[src/rtl/atd_deserializer.sv]
// ATD serial link receive front end: synchroniser, edge strobe,
// word assembly and idle-bus timeout.
module atd_deserializer #(
  parameter int NUM_BITS       = 8,
  parameter int SYNC_STAGES    = 2,
  parameter int MSB_FIRST      = 1,
  parameter int TIMEOUT_CYCLES = 64,
  localparam int CW = $clog2(NUM_BITS + 1),
  localparam int TW = $clog2(TIMEOUT_CYCLES)
) (
  input  logic                clk,
  input  logic                n_rst,
  input  logic                ATD_clk,
  input  logic                ATD_data,
  input  logic [1:0]          edge_mode,
  output logic                ATD_shift_enable,
  output logic [NUM_BITS-1:0] rx_word,
  output logic                word_valid,
  output logic                timeout_err,
  output logic [CW-1:0]       bit_count
);

  typedef enum logic {IDLE, RECV} state_t;

  state_t               state_q;
  logic [SYNC_STAGES-1:0] sclk_q;
  logic [SYNC_STAGES-1:0] sdat_q;
  logic                 clk_prev_q;
  logic [NUM_BITS-1:0]  shift_q;
  logic [NUM_BITS-1:0]  shift_d;
  logic [NUM_BITS-1:0]  rx_word_q;
  logic [CW-1:0]        cnt_q;
  logic [TW-1:0]        tmo_q;
  logic                 word_valid_q;
  logic                 timeout_err_q;
  logic                 sync_clk;
  logic                 sync_data;
  logic                 rise;
  logic                 fall;
  logic                 strobe;

  // Idle-high bus: synchronisers come out of reset at 1
  always_ff @(posedge clk or negedge n_rst) begin
    if (!n_rst) begin
      sclk_q     <= '1;
      sdat_q     <= '1;
      clk_prev_q <= 1'b1;
    end else begin
      sclk_q     <= {sclk_q[SYNC_STAGES-2:0], ATD_clk};
      sdat_q     <= {sdat_q[SYNC_STAGES-2:0], ATD_data};
      clk_prev_q <= sync_clk;
    end
  end

  assign sync_clk  = sclk_q[SYNC_STAGES-1];
  assign sync_data = sdat_q[SYNC_STAGES-1];
  assign rise      = sync_clk & ~clk_prev_q;
  assign fall      = ~sync_clk & clk_prev_q;

  always_comb begin
    strobe = 1'b0;
    unique case (edge_mode)
      2'b00: strobe = rise;
      2'b01: strobe = fall;
      2'b10: strobe = rise | fall;
      2'b11: strobe = 1'b0;
    endcase
  end

  always_comb begin
    shift_d = shift_q;
    if (MSB_FIRST != 0)
      shift_d = {shift_q[NUM_BITS-2:0], sync_data};
    else
      shift_d = {sync_data, shift_q[NUM_BITS-1:1]};
  end

  always_ff @(posedge clk or negedge n_rst) begin
    if (!n_rst) begin
      state_q       <= IDLE;
      shift_q       <= '0;
      rx_word_q     <= '0;
      cnt_q         <= '0;
      tmo_q         <= '0;
      word_valid_q  <= 1'b0;
      timeout_err_q <= 1'b0;
    end else begin
      word_valid_q  <= 1'b0;
      timeout_err_q <= 1'b0;
      unique case (state_q)
        IDLE: begin
          tmo_q <= '0;
          if (strobe) begin
            shift_q <= shift_d;
            cnt_q   <= CW'(1);
            state_q <= RECV;
          end
        end
        RECV: begin
          // A strobe beats a timeout landing in the same cycle
          if (strobe) begin
            tmo_q <= '0;
            if (cnt_q == CW'(NUM_BITS - 1)) begin
              rx_word_q    <= shift_d;
              word_valid_q <= 1'b1;
              shift_q      <= '0;
              cnt_q        <= '0;
              state_q      <= IDLE;
            end else begin
              shift_q <= shift_d;
              cnt_q   <= cnt_q + CW'(1);
            end
          end else if (tmo_q == TW'(TIMEOUT_CYCLES - 1)) begin
            timeout_err_q <= 1'b1;
            shift_q       <= '0;
            cnt_q         <= '0;
            tmo_q         <= '0;
            state_q       <= IDLE;
          end else begin
            tmo_q <= tmo_q + TW'(1);
          end
        end
      endcase
    end
  end

  assign ATD_shift_enable = strobe;
  assign rx_word          = rx_word_q;
  assign word_valid       = word_valid_q;
  assign timeout_err      = timeout_err_q;
  assign bit_count        = cnt_q;

endmodule
[config.mk]
export PLATFORM = sky130hd
export DESIGN_NAME = atd_deserializer
export DESIGN_NICKNAME = d
export VERILOG_FILES = /design/src/rtl/atd_deserializer.sv
export SDC_FILE = /design/constraint.sdc
export NUM_CORES = 1
export LEC_CHECK = 0
export CORE_UTILIZATION = 55
export CTS_CLUSTER_SIZE = 30
export DETAILED_ROUTE_END_ITERATION = 8
export PLACE_DENSITY = 0.9
export SETUP_SLACK_MARGIN = 0.3
export SLEW_MARGIN = 40
export SYNTH_ARGS = -nofsm -noshare
export SYNTH_HDL_FRONTEND = slang
export SYNTH_SLANG_ARGS = --single-unit
[constraint.sdc]
create_clock -name clk -period 4.2 [get_ports clk]
set_input_delay 0.84 -clock clk [delete_from_list [all_inputs] [get_ports clk]]
set_output_delay 0.84 -clock clk [all_outputs]
set_load 0.02 [all_outputs]
==> qor.yml, run 1 <==
status:
  status: "complete, no violations"
sta:
  final.setup.worst_slack_ns: 0.694
  holdWs_ns: 0.361
  finalSetupViolCount: 0
  min_period_ns: 3.51
  max_freq_mhz: 285
  hold_viol: 0
  worstMarginPinSlew_ns: 0.467
  skew_ns: 0.00531
  slew_headroom_pct: 68.7
  finalSetupTns_ns: 0
  post-route-period-util_pct: 83.5
  rsz0062_at_grt: "false"
  maxSlewViolCount: 0
logic_synthesis:
  yosysWarnings: 0
  synth_commonest_cells: "28 x dfrtp_1, 10 x a32o_1, 8 x mux2_4, 5 x dfstp_2"
  synth.most_common_cell: "dfrtp_1"
  synth_top_area_cell: "dfrtp_1"
  syn_nets: 106
  synth-edff-count: 0
  synth_top_area_share_pct: 49.0
  synth.distinct_cells: 30
  synthArstFlopShare_pct: 100
  synth_area_per_cell_um2: 14.9
  synth.ff_latch_count: 33
  ys_top_cells_by_area: "dfrtp_1 49%, dfstp_2 9.2%, mux2_4 8.4%"
  synth.cell_area_mm2: 0.00143
  synth_flop_cell: "dfrtp_1"
  synthCells: 96
  ys_seq_area_share_pct: 58.2
setup_path:
  rr_worst_depth: 7
  crit_required_ns: 3.36
  crit_family: "buffers and inverters"
  cp.arrival_ns: 2.67
  worstPathCellList: "clkdlybuf4s50_1 > and3b_1 > nor2_4 > inv_2 > clkdlybuf4s50_1"
  crit_path_frequent_cell: "clkdlybuf4s50_1"
  end_kind: "output port"
  cp-start-kind: "primary input"
  critical_path_class: "primary input to output port"
  cpPeakStageDelay_ns: 0.65
  cpMaxStageDelayCell: "clkdlybuf4s50_1"
  critical_path_depth: 5
  cp.buffers_inverters: 3
  crit_path_max_fanout: 14
route:
  wl_met1_mm: 1.11
  drtAntennaViolNets: 0
  wl_met2_mm: 1.17
  wl_mm: 2.42
  drcViolationCount: 0
  routed_via_density: 5.70
  met3WireLength_um: 83
  first_pass_iters: 4
  drtIter0Drc: 14
  wl_per_cell_um: 15.9
  top_layer_used: "met4"
  vias: 866
clocking:
  clk_latency_ns: 0.33
  cts.sinks: 33
  post_cts_resize_count: 0
  postCtsHoldBufs: 0
  clkTransAtPathRegs_ns: 0.10
  cts_tree: "yes"
  clock_path_buffers: 2
  post_cts_buffers: 0
  cts_htree_levels: 2
  clockRootBuffer: "clkbuf_4"
  cts_made_buffers: 5
global_routing:
  grt_pass1_wl_mm: 3.99
  antenna_found_initial: 0
  first_global_vias: 870
  grt_overflow: 0
  grt_start_max_net_pins: 34
  grt_use_total_pct: 20.6
floorplanning:
  coreArea_mm2: 0.00248
  die_area_mm2: 0.00281
  die_w_um: 53.0
  io-pin-count: 21
  die_h_um: 53.0
  core.rowCount: 18
  initial_core_util_pct: 57.7
final_layout:
  area_growth_pct: 21.4
  layout.nets: 131
  drive_gt1_share_pct: 24.6
  fill_cells: 188
  final_cells: 152
  multi_input_area_um2: 552
  seq_area_um2: 832
  n_antenna_cell: 0
place:
  placement.io_buffers: 20
  dp_cells: 144
  dp_hpwl_mm: 1.73
  gp_congestion: 0.785
  dp_slack_ns: 0.688
flow_run:
  drv_cap: 0
worst_hold_path:
  hold_depth: 0
  hold_path_class: "register to register"
power:
  pwr-share-comb_pct: 31.6
  p_switching_mw: 0.342
  clockPowerShare_pct: 22.8
  p_int_mw: 0.746
  power.density_mw_per_mm2: 627
  seqPwrFrac_pct: 45.6
  power_mw: 1.09
  swShare_pct: 31.4
  p_leak_nw: 0.836
  irDropWorstVdd_mv: 0.474
state kept, by name (all words and copies together), names as in the netlist:
signal / count
state_q: 1
clk_prev_q: 1
timeout_err: 1
shift_q: 7
sdat_q: 2
bit_count: 4
word_valid: 1
tmo_q: 6
rx_word: 8
sclk_q: 2
per-layer routing:
metal	global-route usage [%]	vias to the layer above
met5	0	-
met4	10.5	0
met3	5.17	5
met2	33.3	25
met1	25.4	433
li1	-	403
through the flow:
stage | utilization (%) | cell area [µm²]
final | 70.1 | 1740
after global routing | 70.1 | 1740
after CTS | 70.1 | 1740
after detailed placement | 66.7 | 1650
after global placement | 66.7 | 1650
after floorplan | - | 1430
logic make-up (layout without fill, tap and decap cells):
group / count (synthesis) / after routing / share of synthesized area, %
flops: 33 / 33 / 58.2
simple gates: 20 / 20 / 10.8
buf+inv: 8 / 34 / 3.24
compound gates: 18 / 18 / 12.8
mux: 8 / 8 / 8.40
xor+xnor: 5 / 5 / 3.06
fa+ha+maj: 4 / 4 / 3.50
cells in the final DEF (no fill, tap or decap), types with 2 or more instances in the layout:
cell | netlist | layout
dfrtp_1 | 28 | 28
clkdlybuf4s50_1 | 0 | 20
a32o_1 | 10 | 10
mux2_4 | 8 | 8
dfstp_2 | 5 | 5
clkbuf_4 | 0 | 5
xor2_1 | 4 | 4
and3_1 | 4 | 4
nor3_1 | 4 | 4
ha_1 | 4 | 4
inv_1 | 3 | 3
nand2b_1 | 2 | 2
and3_4 | 2 | 2
nand3_1 | 2 | 2
o21a_1 | 2 | 2
buf_4 | 0 | 2
final timing paths:
kind | slack [ns] | end | start
setup / recovery | 0.69 | ATD_shift_enable | edge_mode[0]
hold / removal | 0.36 | sclk_q[1] | sclk_q[0]
setup reg to reg | 2.18 | rx_word[0] | sclk_q[1]
hold reg to reg | 0.36 | sclk_q[1] | sclk_q[0]
max in group asynchronous | 2.98 | sdat_q[0] | n_rst
min in group asynchronous | 0.88 | word_valid | n_rst
cell type report:
class,instances,share of cell area (%)
sequential,33,47.9
multi-input combinational,55,31.8
timing repair buffer,22,12.4
clock buffer,7,3.17
tap,30,2.16
clock inverter,1,1.73
inverter,4,0.865
power groups by stage:
| stage | clock [mW] | combinational [mW] | sequential (mW) |
|---|---|---|---|
| 2_1_floorplan | 0 | 0.171 | 0.534 |
| 3_3_place_gp | 0 | 0.335 | 0.496 |
| 3_5_place_dp | 0 | 0.345 | 0.503 |
| 4_1_cts | 0.255 | 0.348 | 0.497 |
| 5_1_grt | 0.265 | 0.370 | 0.511 |
| 6_report | 0.248 | 0.343 | 0.496 |
Note: power is estimated with default switching activity, not from simulation.
==> run 2: changes to the inputs <==
CORE_UTILIZATION = 47   (was 55)
PLACE_DENSITY = 0.82   (was 0.9)
clock period = 3 ns   (was 4.2 ns; I/O delays follow)
==> run 2 against run 1 <==
Compared with the run above: final cell count increased by 2.0%; the run now ends with design-rule violations left; register-to-register slack got worse by 1.3 ns; via count increased by 2.9%; sequential share of layout area increased by 0.63 points; die area increased by 16%; worst setup slack got worse by 0.17 ns; wire length increased by 5.0%; sequential cell count unchanged; sequential power increased by 41%; clock power decreased by 8.1%; final area decreased by 1.3%; first-iteration DRC count increased by 50%.
==> qor.yml, run 2 (same netlist as run 1, synthesis figures left out) <==
route:
  vias: 891  # +2.9%
  routed_via_density: 5.75  # +0.90%
  drtIter0Drc: 21  # +7
  first_pass_iters: 6  # +2
  drtAntennaViolNets: 0  # unchanged
  wl_per_cell_um: 16.4  # +3.0%
  drcViolationCount: 1  # +1
  wl_mm: 2.54  # +5.0%
global_routing:
  antenna_found_initial: 0  # unchanged
  first_global_vias: 940  # +8.0%
  grt_use_total_pct: 17.9  # -2.8 points
  grt_start_max_net_pins: 34  # unchanged
  grt_overflow: 0  # unchanged
  grt_pass1_wl_mm: 4.29  # +7.6%
place:
  dp_cells: 146  # +1.4%
  placement.io_buffers: 20  # unchanged
  dp_slack_ns: 0.180  # -0.508 ns
  gp_congestion: 0.815  # +3.9%
  placed_area_mm2: 0.00166  # +0.53%
  dp_hpwl_mm: 1.75  # +1.2%
final_layout:
  drive_gt1_share_pct: 26.6  # +2.0 points
  n_antenna_cell: 0  # unchanged
  largest_reg_flops: 8  # unchanged
  layout_common_cells: "28 x dfrtp_1, 19 x clkdlybuf4s50_1, 10 x a32o_1"
  final_common_cell: "dfrtp_1"
  area_growth_pct: 19.9
  utilization_pct: 60.6  # -9.5 points
  final_cells: 155  # +2.0%
  fin_area_mm2: 0.00171  # -1.3%
  layout.nets: 133  # +1.5%
floorplanning:
  die_h_um: 57.2  # +7.9%
  initial_core_util_pct: 50.6  # -7.2 points
  core.rowCount: 19  # +1
  coreArea_mm2: 0.00283  # +14%
  die_area_mm2: 0.00327  # +16%
  die_w_um: 57.2  # +7.9%
  io-pin-count: 21  # unchanged
power:
  irDropWorstVdd_mv: 0.432  # -8.9%
  power.density_mw_per_mm2: 821  # +31%
  power_mw: 1.41  # +29%
  p_leak_nw: 0.833  # -0.28%
setup_path:
  worstPathCellList: "inv_1 > ha_1 > nand2b_1 > a21oi_4 > nor2_4 > inv_2 > clkbuf_2"
  cp-startpoint: "sclk_q[1]"
  end_kind: "output port"
  crit_path_max_fanout: 6  # -8
  cpPeakStageDelay_ns: 0.56  # -0.09 ns
  critical_path_class: "register to output port"
  r2r-start: "sclk_q[1]"
  r2r_slack_ns: 0.90  # -1.28 ns
  cp.arrival_ns: 1.87  # -0.80 ns
  cpMaxStageDelayCell: "dfstp_2"
  crit_required_ns: 2.40  # -0.96 ns
  cp-start-kind: "register"
sta:
  finalSetupTns_ns: 0  # unchanged
  max_freq_mhz: 404
  finalSetupViolCount: 0  # unchanged
  min_period_ns: 2.47
  post-route-period-util_pct: 82.4
  holdWs_ns: 0.365  # +0.00418 ns
  skew_ns: 0.00329  # -0.00202 ns
  slew_headroom_pct: 66.2  # -2.5 points
  rsz0062_at_grt: "false"
  worstMarginPinSlew_ns: 0.505  # +0.0380 ns
  hold_viol: 0  # unchanged
  maxSlewViolCount: 0  # unchanged
  final.setup.worst_slack_ns: 0.527  # -0.168 ns
clocking:
  clk_latency_ns: 0.33  # about the same
  clkTransAtPathRegs_ns: 0.09  # about the same
  cts_htree_levels: 2  # unchanged
  cts_made_buffers: 5  # unchanged
  cts_tree: "yes"
  clockRootBuffer: "clkbuf_4"
  cts.sinks: 33  # unchanged
  clock_path_buffers: 2  # unchanged
  postCtsHoldBufs: 0  # unchanged
status:
  violations: "design-rule violations"
  status: "finished, violations left"
worst_hold_path:
  min-delay-start: "sclk_q[0]"
  hold_path_class: "register to register"
flow_run:
  drv_cap: 0  # unchanged
==> run 2: cell types whose count changed in the layout (fill, tap and decap cells not counted), sizes merged <==
cell and change:
buf +2, clkdlybuf4s50 -1, clkinv +2, bufinv -1
==> run 2: timing repair <==
action,CTS,global route
resized for setup,1,2
pin swaps,1,0
endpoints found under the setup margin,1,1
hold endpoints to repair,0,0
buffers inserted,1,0
==> run 2: path summary, 6_finish.rpt <==
check	cells after the start	to
max in group asynchronous	2	sdat_q[1]
max	7	ATD_shift_enable
min reg2reg	0	sclk_q[1]
min	0	sclk_q[1]
max reg2reg	8	rx_word[1]
min in group asynchronous	2	timeout_err
==> run 2: final cells by class <==
cell class | instances | area (µm²)
fill | 235 | 1110
inverter | 4 | 15.0
timing repair buffer | 24 | 225
tap | 31 | 38.8
clock buffer | 6 | 41.3
multi-input combinational | 55 | 552
sequential | 33 | 832
clock inverter | 2 | 10.0
==> run 2: report_power, final <==
part	switching (mW)	total [mW]	internal, mW	leakage, nW
Sequential	0.120	0.697	0.576	0.420
Clock	0.139	0.228	0.0891	0.0320
Combinational	0.213	0.483	0.271	0.382
==> run 2: critical path, delay by kind of cell, from the launching register on <==
kind | cells | cell delay (ns)
buffers and inverters | 3 | 0.26
and+or+nand+nor | 2 | 0.25
DFF | 1 | 0.56
AOI/OAI and AO/OA | 1 | 0.19
adders and majority gates | 1 | 0.28
==> run 2: layer usage <==
layer	share of wire, %	wire [µm]	vias to the layer above	track usage [%]
met5	0	0	-	0
met4	2.1	54	0	8.36
met3	4.7	120	8	5.22
met2	51	1300	23	29.7
met1	42	1060	453	21.4
li1	-	-	407	-
==> run 3: changes to the inputs <==
CORE_UTILIZATION = 52   (was 47)
PLACE_DENSITY = 0.86   (was 0.82)
clock period = 2.4 ns   (was 3 ns; I/O delays follow)
==> run 3 against run 2 <==
Compared with the run above: worst setup slack got worse by 0.25 ns; highest routed layer unchanged; the flow now finishes without violations; wire length rose by 4.8%; clock skew rose by 0.0022 ns; total power rose by 27%; worst hold slack got worse by 0.0014 ns; sequential cell count did not move; core utilization rose by 9.3 points; via count rose by 3.3%; die area fell by 9.3%.
==> qor.yml, run 3 (same netlist as run 1, synthesis figures left out) <==
final_layout:
  final_common_cell: "dfrtp_1"
  n_antenna_cell: 0  # unchanged
  area_growth_pct: 24.4
  fin_area_mm2: 0.00178  # +3.8%
  layout_common_cells: "28 x dfrtp_1, 19 x clkdlybuf4s50_1, 10 x a32o_1"
  drive_gt1_share_pct: 32.6  # +5.9 points
  largest_reg_flops: 8  # unchanged
  final_cells: 159  # +2.6%
  layout.nets: 138  # +3.8%
sta:
  worstMarginPinSlew_ns: 0.500  # -0.00571 ns
  final.setup.worst_slack_ns: 0.279  # -0.247 ns
  max_freq_mhz: 472
  skew_ns: 0.00550  # +0.00221 ns
  finalSetupViolCount: 0  # unchanged
  post-route-period-util_pct: 88.4
  rsz0062_at_grt: "true"
  min_period_ns: 2.12
  maxSlewViolCount: 0  # unchanged
  hold_viol: 0  # unchanged
  slew_headroom_pct: 66.6  # +0.38 points
route:
  routed_via_density: 5.79  # +0.66%
  wl_per_cell_um: 16.7  # +2.2%
  wl_mm: 2.66  # +4.8%
  first_pass_iters: 4  # -2
  vias: 920  # +3.3%
  drtAntennaViolNets: 0  # unchanged
  drcViolationCount: 0  # -1
  drtIter0Drc: 17  # -19%
setup_path:
  crit_family: "flip-flops"
  crit_path_max_fanout: 2  # -4
  cp.arrival_ns: 1.64  # -0.23 ns
  end_kind: "output port"
  cp.buffers_inverters: 3  # unchanged
  rr_endpoint: "rx_word[2]"
  crit_path_frequent_cell: "inv_2"
  cp-start-kind: "register"
  cpPeakStageDelay_ns: 0.55  # about the same
  r2r_slack_ns: 0.42  # -0.48 ns
  cpMaxStageDelayCell: "dfstp_2"
  crit_required_ns: 1.92  # -0.48 ns
  rr_worst_depth: 8  # unchanged
  r2r-start: "sclk_q[1]"
  critical_path_class: "register to output port"
  worstPathCellList: "inv_2 > ha_4 > nand2b_4 > a21oi_4 > nor2_4 > inv_2 > buf_6"
floorplanning:
  die_area_mm2: 0.00296  # -9.3%
  core.rowCount: 18  # -1
  coreArea_mm2: 0.00254  # -10%
  io-pin-count: 21  # unchanged
  initial_core_util_pct: 56.2  # +5.6 points
  die_w_um: 54.4  # -4.8%
  die_h_um: 54.4  # -4.8%
clocking:
  cts.sinks: 33  # unchanged
  clk_latency_ns: 0.33  # about the same
  postCtsHoldBufs: 0  # unchanged
  clockRootBuffer: "clkbuf_4"
  clkTransAtPathRegs_ns: 0.10  # about the same
  cts_htree_levels: 2  # unchanged
  cts_made_buffers: 5  # unchanged
  cts_tree: "yes"
  clock_path_buffers: 2  # unchanged
worst_hold_path:
  hold_path_class: "register to register"
  hold_depth: 0  # unchanged
  min-delay-start: "sclk_q[0]"
  min_to: "sclk_q[1]"
global_routing:
  grt_pass1_wl_mm: 4.16  # -3.1%
  grt_use_total_pct: 21.4  # +3.5 points
  first_global_vias: 930  # -1.1%
  antenna_found_initial: 0  # unchanged
  grt_start_max_net_pins: 27  # -21%
  grt_overflow: 0  # unchanged
place:
  placed_area_mm2: 0.00169  # +1.7%
  dp_cells: 149  # +2.1%
  gp_congestion: 0.716  # -12%
  dp_slack_ns: -0.0614  # -0.241 ns
  placement.io_buffers: 20  # unchanged
  dp_hpwl_mm: 1.85  # +5.9%
power:
  p_switching_mw: 0.604  # +28%
  power.density_mw_per_mm2: 1000  # +22%
  p_int_mw: 1.18  # +26%
  seqPwrFrac_pct: 49.0  # -0.5 points
  irDropWorstVdd_mv: 0.761  # +76%
  pwr-share-comb_pct: 34.6  # +0.3 points
  swShare_pct: 33.9  # +0.33 points
  p_leak_nw: 0.863  # +3.6%
  clockPowerShare_pct: 16.4  # +0.2 points
status:
  status: "complete, no violations"
flow_run:
  drv_cap: 0  # unchanged
==> run 3: area by class of cell <==
| type | count | area (µm²) |
|---|---|---|
| Multi-Input combinational cell | 55 | 574 |
| Inverter | 4 | 15.0 |
| Tap cell | 30 | 37.5 |
| Fill cell | 191 | 766 |
| Clock buffer | 6 | 41.3 |
| Sequential cell | 33 | 832 |
| Timing Repair Buffer | 29 | 269 |
| Clock inverter | 2 | 10.0 |
==> run 3: how the worst max path moves through the flow <==
stage               depth (start not counted)    startpoint          endpoint
floorplan                                   7     sclk_q[1]  ATD_shift_enable
global placement                            6  edge_mode[1]  ATD_shift_enable
detailed placement                          6  edge_mode[1]  ATD_shift_enable
CTS                                         7     sclk_q[1]  ATD_shift_enable
global route                                7     sclk_q[1]  ATD_shift_enable
finish                                      7     sclk_q[1]  ATD_shift_enable
==> run 3: repair_timing <==
item,CTS,global route
buffers inserted,2,0
pin swaps,3,1
gates resized for setup,9,1
setup endpoints to repair,5,1
==> run 3: routing by layer <==
metal / global-route usage, % / vias to the layer above / part of all wire [%]
met1: 24.6 / 467 / 41
met4: 12.8 / 0 / 1.8
li1: - / 417 / -
met2: 35.0 / 29 / 52
met3: 6.39 / 7 / 5.0
met5: 0 / - / 0
==> run 3: power by group through the flow <==
stage	Sequential, mW	Combinational, mW	Clock (mW)
after global placement	0.867	0.589	0
after detailed placement	0.885	0.610	0
after global routing	0.898	0.673	0.324
after floorplan	0.934	0.299	0
after CTS	0.876	0.622	0.299
final	0.874	0.616	0.293
==> run 3: through the flow <==
| step | util (%) | power, mW | setup TNS, ns | hold WS, ns |
|---|---|---|---|---|
| global placement | 66.4 | 1.46 | -0.0370 | 0.347 |
| CTS | 69.8 | 1.80 | 0 | 0.365 |
| floorplan | - | 1.23 | 0 | 0.184 |
| finish | 69.9 | 1.78 | 0 | 0.364 |
| detailed placement | 66.4 | 1.50 | -0.0614 | 0.351 |
| global route | 69.9 | 1.90 | 0 | 0.369 |
